**src/rtl/multicycle_ctrl_fsm.sv**
```systemverilog
// Multi-cycle control unit.
// Steps each instruction through FETCH, DECODE, EXEC, MEM and WB, handshaking
// with instruction fetch (instr_valid) and data memory (mem_ready). It drives
// the datapath strobes and reports sticky illegal-opcode and memory-timeout
// status.
// Instruction word layout: {opcode[3:0], rsel[RSEL_W-1:0], operand[ADDR_W-1:0]}.

module multicycle_ctrl_fsm #(
    parameter int RSEL_W       = 1,
    parameter int ADDR_W       = 4,
    parameter int MEM_TIMEOUT  = 15,
    parameter int ILLEGAL_HALT = 0
) (
    input  logic                         clk,
    input  logic                         rst_n,
    input  logic                         instr_valid,
    input  logic [4+RSEL_W+ADDR_W-1:0]   instr,
    input  logic                         mem_ready,
    output logic                         fetch_req,
    output logic                         reg_write,
    output logic [RSEL_W-1:0]            reg_sel,
    output logic [2:0]                   alu_op,
    output logic                         mem_read,
    output logic                         mem_write,
    output logic [ADDR_W-1:0]            mem_addr,
    output logic                         pc_inc,
    output logic                         halt,
    output logic                         illegal,
    output logic                         fault
);

    localparam int IR_W    = 4 + RSEL_W + ADDR_W;
    localparam int OPC_LSB = RSEL_W + ADDR_W;

    // The wait counter only needs to count up to MEM_TIMEOUT-1.
    localparam int CNT_W = (MEM_TIMEOUT > 1) ? $clog2(MEM_TIMEOUT) : 1;
    localparam logic [CNT_W-1:0] CNT_LAST = CNT_W'((MEM_TIMEOUT > 0) ? (MEM_TIMEOUT - 1) : 0);

    localparam logic [3:0] OPC_NOP   = 4'b0000;
    localparam logic [3:0] OPC_LOAD  = 4'b0001;
    localparam logic [3:0] OPC_STORE = 4'b0010;
    localparam logic [3:0] OPC_ADD   = 4'b0011;
    localparam logic [3:0] OPC_SUB   = 4'b0100;
    localparam logic [3:0] OPC_AND   = 4'b0101;
    localparam logic [3:0] OPC_OR    = 4'b0110;
    localparam logic [3:0] OPC_HALT  = 4'b1111;

    localparam logic [2:0] ALU_NONE = 3'b000;
    localparam logic [2:0] ALU_ADD  = 3'b001;
    localparam logic [2:0] ALU_SUB  = 3'b010;
    localparam logic [2:0] ALU_AND  = 3'b011;
    localparam logic [2:0] ALU_OR   = 3'b100;

    typedef enum logic [2:0] {
        S_FETCH  = 3'd0,
        S_DECODE = 3'd1,
        S_EXEC   = 3'd2,
        S_MEM    = 3'd3,
        S_WB     = 3'd4,
        S_HALTED = 3'd5
    } state_t;

    typedef enum logic [2:0] {
        C_NOP     = 3'd0,
        C_LOAD    = 3'd1,
        C_STORE   = 3'd2,
        C_ALU     = 3'd3,
        C_HALT    = 3'd4,
        C_ILLEGAL = 3'd5
    } class_t;

    state_t            state_q, state_d;
    logic [IR_W-1:0]   ir_q, ir_d;
    class_t            cls_q, cls_d;
    logic [2:0]        alu_code_q, alu_code_d;
    logic [CNT_W-1:0]  cnt_q, cnt_d;
    logic              illegal_q, illegal_d;
    logic              fault_q, fault_d;

    logic [3:0]        ir_opcode;
    logic [RSEL_W-1:0] ir_rsel;
    logic [ADDR_W-1:0] ir_operand;

    assign ir_opcode  = ir_q[IR_W-1 -: 4];
    assign ir_rsel    = ir_q[OPC_LSB-1 -: RSEL_W];
    assign ir_operand = ir_q[ADDR_W-1:0];

    // State, instruction register, decoded class and sticky status flops.
    always_ff @(posedge clk or negedge rst_n) begin
        if (!rst_n) begin
            state_q    <= S_FETCH;
            ir_q       <= '0;
            cls_q      <= C_NOP;
            alu_code_q <= ALU_NONE;
            cnt_q      <= '0;
            illegal_q  <= 1'b0;
            fault_q    <= 1'b0;
        end else begin
            state_q    <= state_d;
            ir_q       <= ir_d;
            cls_q      <= cls_d;
            alu_code_q <= alu_code_d;
            cnt_q      <= cnt_d;
            illegal_q  <= illegal_d;
            fault_q    <= fault_d;
        end
    end

    // Next-state logic: instruction latch, opcode classification, memory wait timeout.
    always_comb begin
        state_d    = state_q;
        ir_d       = ir_q;
        cls_d      = cls_q;
        alu_code_d = alu_code_q;
        cnt_d      = cnt_q;
        illegal_d  = illegal_q;
        fault_d    = fault_q;

        case (state_q)
            S_FETCH: begin
                if (instr_valid) begin
                    ir_d    = instr;
                    state_d = S_DECODE;
                end
            end

            S_DECODE: begin
                alu_code_d = ALU_NONE;
                case (ir_opcode)
                    OPC_NOP:   cls_d = C_NOP;
                    OPC_LOAD:  cls_d = C_LOAD;
                    OPC_STORE: cls_d = C_STORE;
                    OPC_ADD: begin
                        cls_d      = C_ALU;
                        alu_code_d = ALU_ADD;
                    end
                    OPC_SUB: begin
                        cls_d      = C_ALU;
                        alu_code_d = ALU_SUB;
                    end
                    OPC_AND: begin
                        cls_d      = C_ALU;
                        alu_code_d = ALU_AND;
                    end
                    OPC_OR: begin
                        cls_d      = C_ALU;
                        alu_code_d = ALU_OR;
                    end
                    OPC_HALT:  cls_d = C_HALT;
                    default:   cls_d = C_ILLEGAL;
                endcase
                state_d = S_EXEC;
            end

            S_EXEC: begin
                case (cls_q)
                    C_NOP:   state_d = S_FETCH;
                    C_ALU:   state_d = S_WB;
                    C_LOAD,
                    C_STORE: begin
                        cnt_d   = '0;
                        state_d = S_MEM;
                    end
                    C_HALT:  state_d = S_HALTED;
                    default: begin
                        illegal_d = 1'b1;
                        state_d   = (ILLEGAL_HALT != 0) ? S_HALTED : S_FETCH;
                    end
                endcase
            end

            S_MEM: begin
                if (mem_ready) begin
                    state_d = (cls_q == C_LOAD) ? S_WB : S_FETCH;
                end else if (MEM_TIMEOUT != 0) begin
                    if (cnt_q == CNT_LAST) begin
                        fault_d = 1'b1;
                        state_d = S_HALTED;
                    end else begin
                        cnt_d = cnt_q + 1'b1;
                    end
                end
            end

            S_WB: begin
                state_d = S_FETCH;
            end

            S_HALTED: begin
                state_d = S_HALTED;
            end

            default: begin
                state_d = S_FETCH;
            end
        endcase
    end

    // Output decode from state and latched IR; pc_inc for STORE follows mem_ready so it pulses in the completing MEM cycle.
    always_comb begin
        fetch_req = 1'b0;
        reg_write = 1'b0;
        reg_sel   = '0;
        alu_op    = ALU_NONE;
        mem_read  = 1'b0;
        mem_write = 1'b0;
        mem_addr  = '0;
        pc_inc    = 1'b0;
        halt      = 1'b0;

        if (state_q == S_DECODE || state_q == S_EXEC || state_q == S_MEM || state_q == S_WB) begin
            reg_sel  = ir_rsel;
            mem_addr = ir_operand;
        end

        case (state_q)
            S_FETCH: begin
                // Gated by rst_n so every output reads 0 while reset is held.
                fetch_req = rst_n;
            end

            S_EXEC: begin
                if (cls_q == C_ALU) begin
                    alu_op = alu_code_q;
                end
                if (cls_q == C_NOP || (cls_q == C_ILLEGAL && ILLEGAL_HALT == 0)) begin
                    pc_inc = 1'b1;
                end
            end

            S_MEM: begin
                mem_read  = (cls_q == C_LOAD);
                mem_write = (cls_q == C_STORE);
                pc_inc    = (cls_q == C_STORE) && mem_ready;
            end

            S_WB: begin
                reg_write = 1'b1;
                pc_inc    = 1'b1;
                if (cls_q == C_ALU) begin
                    alu_op = alu_code_q;
                end
            end

            S_HALTED: begin
                halt = 1'b1;
            end

            default: begin
            end
        endcase
    end

    assign illegal = illegal_q;
    assign fault   = fault_q;

    a_one_strobe: assert property (@(posedge clk) disable iff (!rst_n)
        $onehot0({reg_write, mem_read, mem_write}));

    a_halt_quiet: assert property (@(posedge clk) disable iff (!rst_n)
        halt |-> !(fetch_req || pc_inc || reg_write || mem_read || mem_write));

endmodule
```
**config.mk**
```make
export PLATFORM = sky130hd
export DESIGN_NAME = multicycle_ctrl_fsm
export DESIGN_NICKNAME = d
export VERILOG_FILES = /design/src/rtl/multicycle_ctrl_fsm.sv
export SDC_FILE = /design/constraint.sdc
export NUM_CORES = 1
export LEC_CHECK = 0
export ABC_AREA = 0
export ABC_CLOCK_PERIOD_IN_PS = 3100
export CAP_MARGIN = 0
export CORE_MARGIN = 1.5
export CORE_UTILIZATION = 38
export DETAILED_ROUTE_END_ITERATION = 7
export PLACE_DENSITY = 0.7
export SYNTH_ARGS = -nofsm -noshare
export SYNTH_HDL_FRONTEND = slang
export SYNTH_SLANG_ARGS = --single-unit
```
**constraint.sdc**
```tcl
create_clock -name clk -period 3.1 [get_ports clk]
set_clock_uncertainty 0.05 [all_clocks]
set_input_delay 0.93 -clock clk [delete_from_list [all_inputs] [get_ports clk]]
set_output_delay 0.93 -clock clk [all_outputs]
set_load 0.03 [all_outputs]
```
# Word level (Yosys, flattened, before mapping)
# Cells that the tools add are included.
classes:
  add_sub_neg: 1
  eq_ne: 23
  n_mux: 23
  bitwise_logic: 2
  reduce_logical: 18
op_table:
  columns: ["op", "n"]
  rows:
  - ["one-hot mux 3 bit (5 select lines)", 2]
  - ["2-to-1 mux 3 bit", 6]
  - ["2-to-1 mux 4 bit", 4]
  - ["equality test 3 x 2 -> 1 bit (second input constant)", 4]
  - ["equality test 3 bit (second input constant)", 4]
  - ["equality test 4 x 3 -> 1 bit (second input constant)", 3]
  - ["one-hot mux 3 bit (4 select lines)", 1]
  - ["one-hot mux 3 bit (3 select lines)", 1]
  - ["equality test 4 x 2 -> 1 bit (second input constant)", 2]
  - ["equality test 4 bit (second input constant)", 2]
  - ["one-hot mux 4 bit (2 select lines)", 1]
  - ["2-to-1 mux 1 bit", 7]
  - ["equality test 3 x 1 -> 1 bit (second input constant)", 2]
  - ["logical NOT 3 bit", 2]
  - ["inequality test 2 bit (second input constant)", 3]
  - ["AND reduction 2 bit", 3]
  - ["OR reduction 5 bit", 1]
  - ["adder 4 x 1 -> 4 bit (second input constant)", 1]
  - ["equality test 4 x 1 -> 1 bit (second input constant)", 1]
  - ["logical NOT 4 bit", 1]
  - ["logical OR 1 bit", 4]
  - ["AND reduction 4 bit", 1]
  - ["OR reduction 2 bit", 2]
  - ["OR reduction 4 bit", 1]
  - ["7 further kinds", 8]
totals:
  register_bits: 24
  in_bits: 13
  output_inout_bits: 16
  word_cells: 74

# Logic depth before layout (Yosys ltp)
# Gate-level depths: netlist of the first run.
logic_depth:
  word_depth: 5
  depth_mapped: 6

# Worst setup path before layout of the first run
# Ideal clock, no wire load.
synth_path:
  path_kind: "reg2out"
  startpoint: "reg state_q[2]"
  endpoint: "out mem_write"
  arrival_ps: 1850
  t_required_ps: 2120
  slack_ps: 270
  path_stages_with_launch: 4
  path_buffers: 0
  path_cell_list: "dfrtp_1 > nand2b_1 > or2_2 > nor4_1"
synth_between:
  elab_chain_len: 2
synth_rtl:
  columns: ["element", "line_no", "source"]
  rows:
  - ["from (decl)", "72", "state_t state_q, state_d;"]
  - ["from (signal assigned)", "99", "state_q <= state_d;"]
  - ["equality test 3 x 2 -> 1 bit", "216", "case (state_q)"]
  - ["2-to-1 mux 1 bit", "216", null]
  - ["to (decl)", "24", "output logic mem_write,"]
# No other way between the ends.

# Worst setup path in the final report of the first run
layout_path:
  startpoint: "reg state_q[1]"
  endpoint: "out alu_op[1]"
layout_between:
  elab_chain_len: 3
  elab_cells_between_ends: 4
layout_rtl:
  columns: ["element", "line_no", "source"]
  rows:
  - ["equality test 3 x 2 -> 1 bit or equality test 3 bit (tied branches)", "216", null]
  - ["OR reduction 2 bit (no line) *", null, null]
  - ["2-to-1 mux 3 bit *", null, null]
  - ["to (decl)", "22", "output logic [2:0] alu_op,"]
# Every way passes the cells marked *; elsewhere a longest branch is shown, timed or not.

==> impl_metrics.toml, run 1 <==
[synthesis]
synth_area_leaders = "dfrtp_1 (47%), mux2_2 (7.1%), and2_1 (4.9%)"
ys_seq_area_share_pct = 47.2
synth_area_mm2 = 0.00127
synth_top_area_cell = "dfrtp_1"
synth.avg_cell_area_um2 = 10.0
yosysUniqueCellTypes = 36
ys.warnings.count = 0
synthFlopType = "dfrtp_1"
async_flop_share_pct = 100
synth_edf_count = 0
syn_nets = 142
synth-seq-cells = 24
synth.top_cell.area_share_pct = 47.2
netlist_instances = 127

[floorplanning]
io_pins = 29
die_x_um = 60.9
start_util_pct = 40.7
rows = 20
die_area_mm2 = 0.00370
core_area_mm2 = 0.00313
die_y_um = 60.9

[clocking]
cts_setup_buffers = 0
cts_buffers = 3
clkTransAtPathRegs_ns = 0.14
cts_tree = "done"
htree_levels = 1
insertion_delay_ns = 0.31
clock-sinks = 24
cts.root.buffer_cell = "clkbuf_4"
clk_path_buf_depth = 2

[critical_path]
path_buf_inv = 1
slowest_delay_ns = 0.47
critPathArrivalTime_ns = 2.00
crit_path_end_kind = "output pin"
cp_cell_sequence = "nand2b_1 -> a2111oi_2 -> and2_1 -> dlygate4sd2_1"
worstPathRequired_ns = 2.12
ff2ff_path_depth = 4
critPathSlowestCell = "a2111oi_2"
critPathMaxFanout = 9
reg2reg_slack_ns = 1.26
path_depth = 4
crit_type = "flip-flop to output pin"
crit_family = "compound AO/OA/AOI/OAI gates"
start_kind = "flip-flop"

[route]
drtIter0Drc = 61
wl_per_cell_um = 13.1
avgViaCountPerCell = 5.10
ant_nets = 0
num_vias = 1026
drc_errors = 0
drt_first_pass_iters = 4
wirelength_mm = 2.62

[layout]
drive_above_1_share_pct = 15.9
area_delta_synth_final_pct = 30.9
fillers = 293
ff_latch_area_um2 = 602
nets = 173
multiInputGateArea_um2 = 614
design_area_mm2 = 0.00167
diodes = 0

[placed_design]
hpwl_mm = 1.98
placed_cell_area_mm2 = 0.00161
gp_congestion = 0.883
port_buffers = 28

[sta]
finalSetupTns_ns = 0
setup_viol_count_final = 0
grt_setup_unrepaired = "no"
slew_viol_final = 0
worst_pin_slew_ns = 0.556
maxSlewHeadroom_pct = 62.6
hold_violations = 0
min_period_ns = 2.98
fin_crit_sh_pct = 96.2
max_freq_mhz = 335

[power]
powerDensity_mw_per_mm2 = 958
p_sw_share_pct = 41.6
p_int_uw = 931
switchingPower_uw = 664
vdd_ir_drop_max_v = 0.000512
power_frac_seq_pct = 35.6
leakagePower_nw = 0.779
p_clk_share_pct = 14.1
comb_power_share_pct = 50.4

[worst_hold_path]
hold_depth = 2
hp-class = "flip-flop to flip-flop"

[global_route]
antenna_found_initial = 0
grtUsageTotal_pct = 16.3
grt_remaining_overflow = 0
grt_max_degree = 25
first_global_vias = 1081
grt_first_pass_wirelength_mm = 4.58

[run_status]
outcome = "finished clean"

[job]
maxCapViolCount = 0
-- synthesized netlist by cell type, drive strengths merged (4+ instances only) --
cell / count
dfrtp: 24
and2: 10
inv: 4
nand3: 4
nand2: 12
mux2: 8
nor2: 8
o21ai: 8
buf: 6
-- state kept, by name, indices dropped and copies added (netlist names) --
name and flops:
fault 1, state_q 3, cnt_q 4, cls_q 3, illegal 1, alu_code_q 3, ir_q 9
-- cells in the final DEF, fill, tap and decap left out, drive strengths merged, types with 3 or more instances in the layout --
cell type	instances
dfrtp	24
clkdlybuf4s50	16
nand2	12
and2	10
nor2	8
mux2	8
o21ai	8
buf	8
dlygate4sd2	5
dlymetal6s2s	5
inv	4
nand3	4
nand2b	3
nor3	3
xor2	3
or3	3
o41ai	3
a21oi	3
clkbuf	3
-- per-stage QoR --
stage	util (%)	hold WS, ns	std cells	total power [mW]	setup slack [ns]
floorplan	-	0.385	127	1.13	0.270
global placement	51.3	0.407	197	1.36	0.189
detailed placement	51.3	0.417	197	1.38	0.101
CTS	52.8	0.450	201	1.61	0.00667
global route	53.2	0.471	201	1.72	0.00225
finish	53.2	0.441	201	1.60	0.118
-- worst paths after layout --
| kind | start | endpoint |
|---|---|---|
| worst min register to register | alu_code_q[0]$_DFFE_PN0N_ | alu_code_q[0]$_DFFE_PN0N_ |
| min in group asynchronous | rst_n | cls_q[1]$_DFFE_PN0N_ |
| worst max register to register | state_q[2]$_DFFE_PN0P_ | ir_q[2]$_DFFE_PN0P_ |
| worst min-delay path | alu_code_q[0]$_DFFE_PN0N_ | alu_code_q[0]$_DFFE_PN0N_ |
| max in group asynchronous | rst_n | state_q[1]$_DFFE_PN0P_ |
| worst max-delay path | state_q[1]$_DFFE_PN0P_ | alu_op[1] |
-- layout make-up --
class	instances	share of cell area, %
Tap cell	44	3.31
Clock buffer	3	1.35
Sequential cell	24	36.1
Timing Repair Buffer	34	19.6
Inverter	4	0.902
Clock inverter	1	1.80
Multi-Input combinational cell	91	36.9
-- cell families (layout without fill, tap and decap cells) --
| group | after synthesis | count (layout) | share of synthesized area, % |
|---|---|---|---|
| multiplexers | 8 | 8 | 7.08 |
| AO/OA/AOI/OAI | 26 | 26 | 14.3 |
| buffers and inverters | 12 | 42 | 4.52 |
| adder cells (fa/ha/maj) | 2 | 2 | 1.97 |
| AND/OR/NAND/NOR | 50 | 50 | 21.5 |
| XOR/XNOR | 5 | 5 | 3.44 |
| flip-flops | 24 | 24 | 47.2 |
-- power groups by stage --
stage                     sequential, mW  combinational [mW]  clock (mW)
after global placement             0.561               0.801           0
final                              0.567               0.803       0.224
after floorplan                    0.526               0.604           0
after detailed placement           0.570               0.815           0
after CTS                          0.565               0.820       0.228
after global routing               0.592               0.882       0.241
-- metal layers --
layer | routed length [um] | GRT usage, % | part of all wire (%) | vias up
met3 | 84 | 2.13 | 3.2 | 2
met1 | 1200 | 21.5 | 46 | 484
li1 | - | - | - | 515
met4 | 27 | 6.52 | 1.0 | 0
met5 | 0 | 0 | 0 | -
met2 | 1310 | 27.2 | 50 | 25
-- timing repair --
item / CTS / global route
pin swaps: 0 / 0
resized for setup: 5 / 6
hold buffers: 0 / 0
endpoints found under the setup margin: 5 / 8
hold endpoints to repair: 0 / 0
-- worst reg2reg max path, cell delays in order, from the launching register on --
cell and delay (ns):
dfrtp_1 0.39, buf_4 0.15, nor3_1 0.31, and2_1 0.44, mux2_2 0.39
(Power assumes the default switching activity.)
==> run 2, diff against run 1 <==
--- a/config.mk
+++ b/config.mk
@@ -8,6 +8,7 @@
 export ABC_AREA = 0
 export ABC_CLOCK_PERIOD_IN_PS = 3100
 export CAP_MARGIN = 0
+export CORE_ASPECT_RATIO = 1.75
 export CORE_MARGIN = 1.5
 export CORE_UTILIZATION = 38
 export DETAILED_ROUTE_END_ITERATION = 7
==> run 2 against run 1 <==
  * Critical endpoint unchanged
  * Flip-flop and latch count did not move
  * Die area rose by 0.38%
  * Non-clock buffer count rose by 1
  * Maximum frequency rose by 1.3%
  * Critical path type unchanged
  * Count of clock-buffer cells in the layout did not move
  * Register-to-register slack improved by 0.02 ns
  * Final cell count fell by 0.50%
  * Routed wire length rose by 6.7%
  * Largest power group unchanged
  * Via count rose by 0.29%
  * Design area barely moved
==> impl_metrics.toml, run 2 (same netlist as run 1, synthesis figures left out) <==
[power]
vdd_ir_drop_max_v = 0.000592
report.power.total_mw = 1.57
powerDensity_mw_per_mm2 = 942
leakagePower_nw = 0.791

[global_route]
grt_remaining_overflow = 0
use_met1_pct = 20.5
top_usage_layer = "met2"
antenna_found_initial = 0
grtUsageTotal_pct = 17.2
first_global_vias = 1133
grtUsageMet3_pct = 3.85
use_met2_pct = 29.2
grt_max_degree = 25
grt_first_pass_wirelength_mm = 4.80

[clocking]
cts_buffers = 3
insertion_delay_ns = 0.26
htree_levels = 1
clkTransAtPathRegs_ns = 0.08
cts_tree = "done"
cts.root.buffer_cell = "clkbuf_8"
clock-sinks = 24
clk_path_buf_depth = 2
postCtsHoldBufs = 0

[critical_path]
ff2ff_path_depth = 4
crit_path_end_kind = "output pin"
worstPathRequired_ns = 2.12
crit_type = "flip-flop to output pin"
critPathArrivalTime_ns = 1.96
start_kind = "flip-flop"
critPathMaxFanout = 7

[worst_hold_path]
hold_depth = 2
hp-class = "flip-flop to flip-flop"

[sta]
fin_crit_sh_pct = 95.0
hold_violations = 0
min_period_ns = 2.94
worst_pin_slew_ns = 0.628
max_freq_mhz = 340
grt_setup_unrepaired = "no"
setup_viol_count_final = 0
maxSlewHeadroom_pct = 57.7
finalSetupTns_ns = 0
worst_slack_ns = 0.155
slew_viol_final = 0

[placed_design]
port_buffers = 28
gp_congestion = 0.918
hpwl_mm = 2.22
placed_cell_area_mm2 = 0.00161
pre_cts_ws_ns = 0.175

[layout]
nets = 174
diodes = 0
largest_reg_flops = 9
layout_common_cells = "dfrtp_1 (23), clkdlybuf4s50_1 (16), nand2_1 (11), and2_1 (10), buf_4 (9)"
drive_above_1_share_pct = 15.9
largest_register = "ir_q"
design_area_mm2 = 0.00166
reg_top3 = "ir_q (9), cnt_q (4)"
final_common_cell = "dfrtp_1"
fillers = 309
area_delta_synth_final_pct = 30.8

[route]
drt_first_pass_iters = 4
avgViaCountPerCell = 5.15
wl_per_cell_um = 14.0
wirelength_mm = 2.80
drc_errors = 0
drtIter0Drc = 24
num_vias = 1029
ant_nets = 0

[floorplanning]
die_y_um = 79.6
start_util_pct = 40.1
die_area_mm2 = 0.00372
rows = 27
core_area_mm2 = 0.00318
io_pins = 29
die_x_um = 46.7

[run_status]
outcome = "finished clean"

[job]
maxCapViolCount = 0
==> run 2: report_power, final <==
group	leakage (nW)	switching [mW]	internal, mW
registers	0.299	0.119	0.442
logic	0.470	0.455	0.368
clock network	0.0216	0.0953	0.0869
total	0.791	0.670	0.898
==> run 2: critical path, stage by stage (launching register included) <==
cell and delay, ns:
dfrtp_1 0.38, nand2b_1 0.24, a2111oi_2 0.49, and2_1 0.20, dlygate4sd2_1 0.40
==> run 2: worst paths after layout <==
check	slack [ns]	from	end
worst min-delay path	0.42	alu_code_q[2]$_DFFE_PN0N_	alu_code_q[2]$_DFFE_PN0N_
worst max register to register	1.28	state_q[1]$_DFFE_PN0P_	ir_q[5]$_DFFE_PN0P_
max in group asynchronous	1.69	rst_n	state_q[0]$_DFFE_PN0P_
worst min register to register	0.42	alu_code_q[2]$_DFFE_PN0N_	alu_code_q[2]$_DFFE_PN0N_
worst max-delay path	0.16	state_q[2]$_DFFE_PN0P_	alu_op[1]
min in group asynchronous	1.06	rst_n	cls_q[1]$_DFFE_PN0N_
==> run 2: routing by layer <==
| metal | wire length, um | vias up | share of wire, % |
|---|---|---|---|
| li1 | - | 509 | - |
| met1 | 1120 | 479 | 40 |
| met4 | 38 | 0 | 1.4 |
| met2 | 1480 | 36 | 53 |
| met3 | 158 | 5 | 5.6 |
| met5 | 0 | - | 0 |
==> run 2: final cells by class <==
class / instances / area (um2) / share of cell area [%]
Multi-Input combinational cell: 91 / 614 / 36.9
Inverter: 4 / 15.0 / 0.902
Timing Repair Buffer: 35 / 338 / 20.3
Tap cell: 43 / 53.8 / 3.23
Sequential cell: 24 / 602 / 36.2
Clock buffer: 3 / 41.3 / 2.48
==> run 2: timing repair <==
item,CTS,global route
buffers inserted,0,0
endpoints found under the setup margin,4,6
gates resized for setup,4,7
==> run 2: per-stage QoR <==
step	util (%)	instances	hold WS, ns
2_1_floorplan	-	127	0.385
3_3_place_gp	50.7	197	0.400
3_5_place_dp	50.7	197	0.411
4_1_cts	51.9	200	0.429
5_1_grt	52.4	200	0.447
6_report	52.4	200	0.423
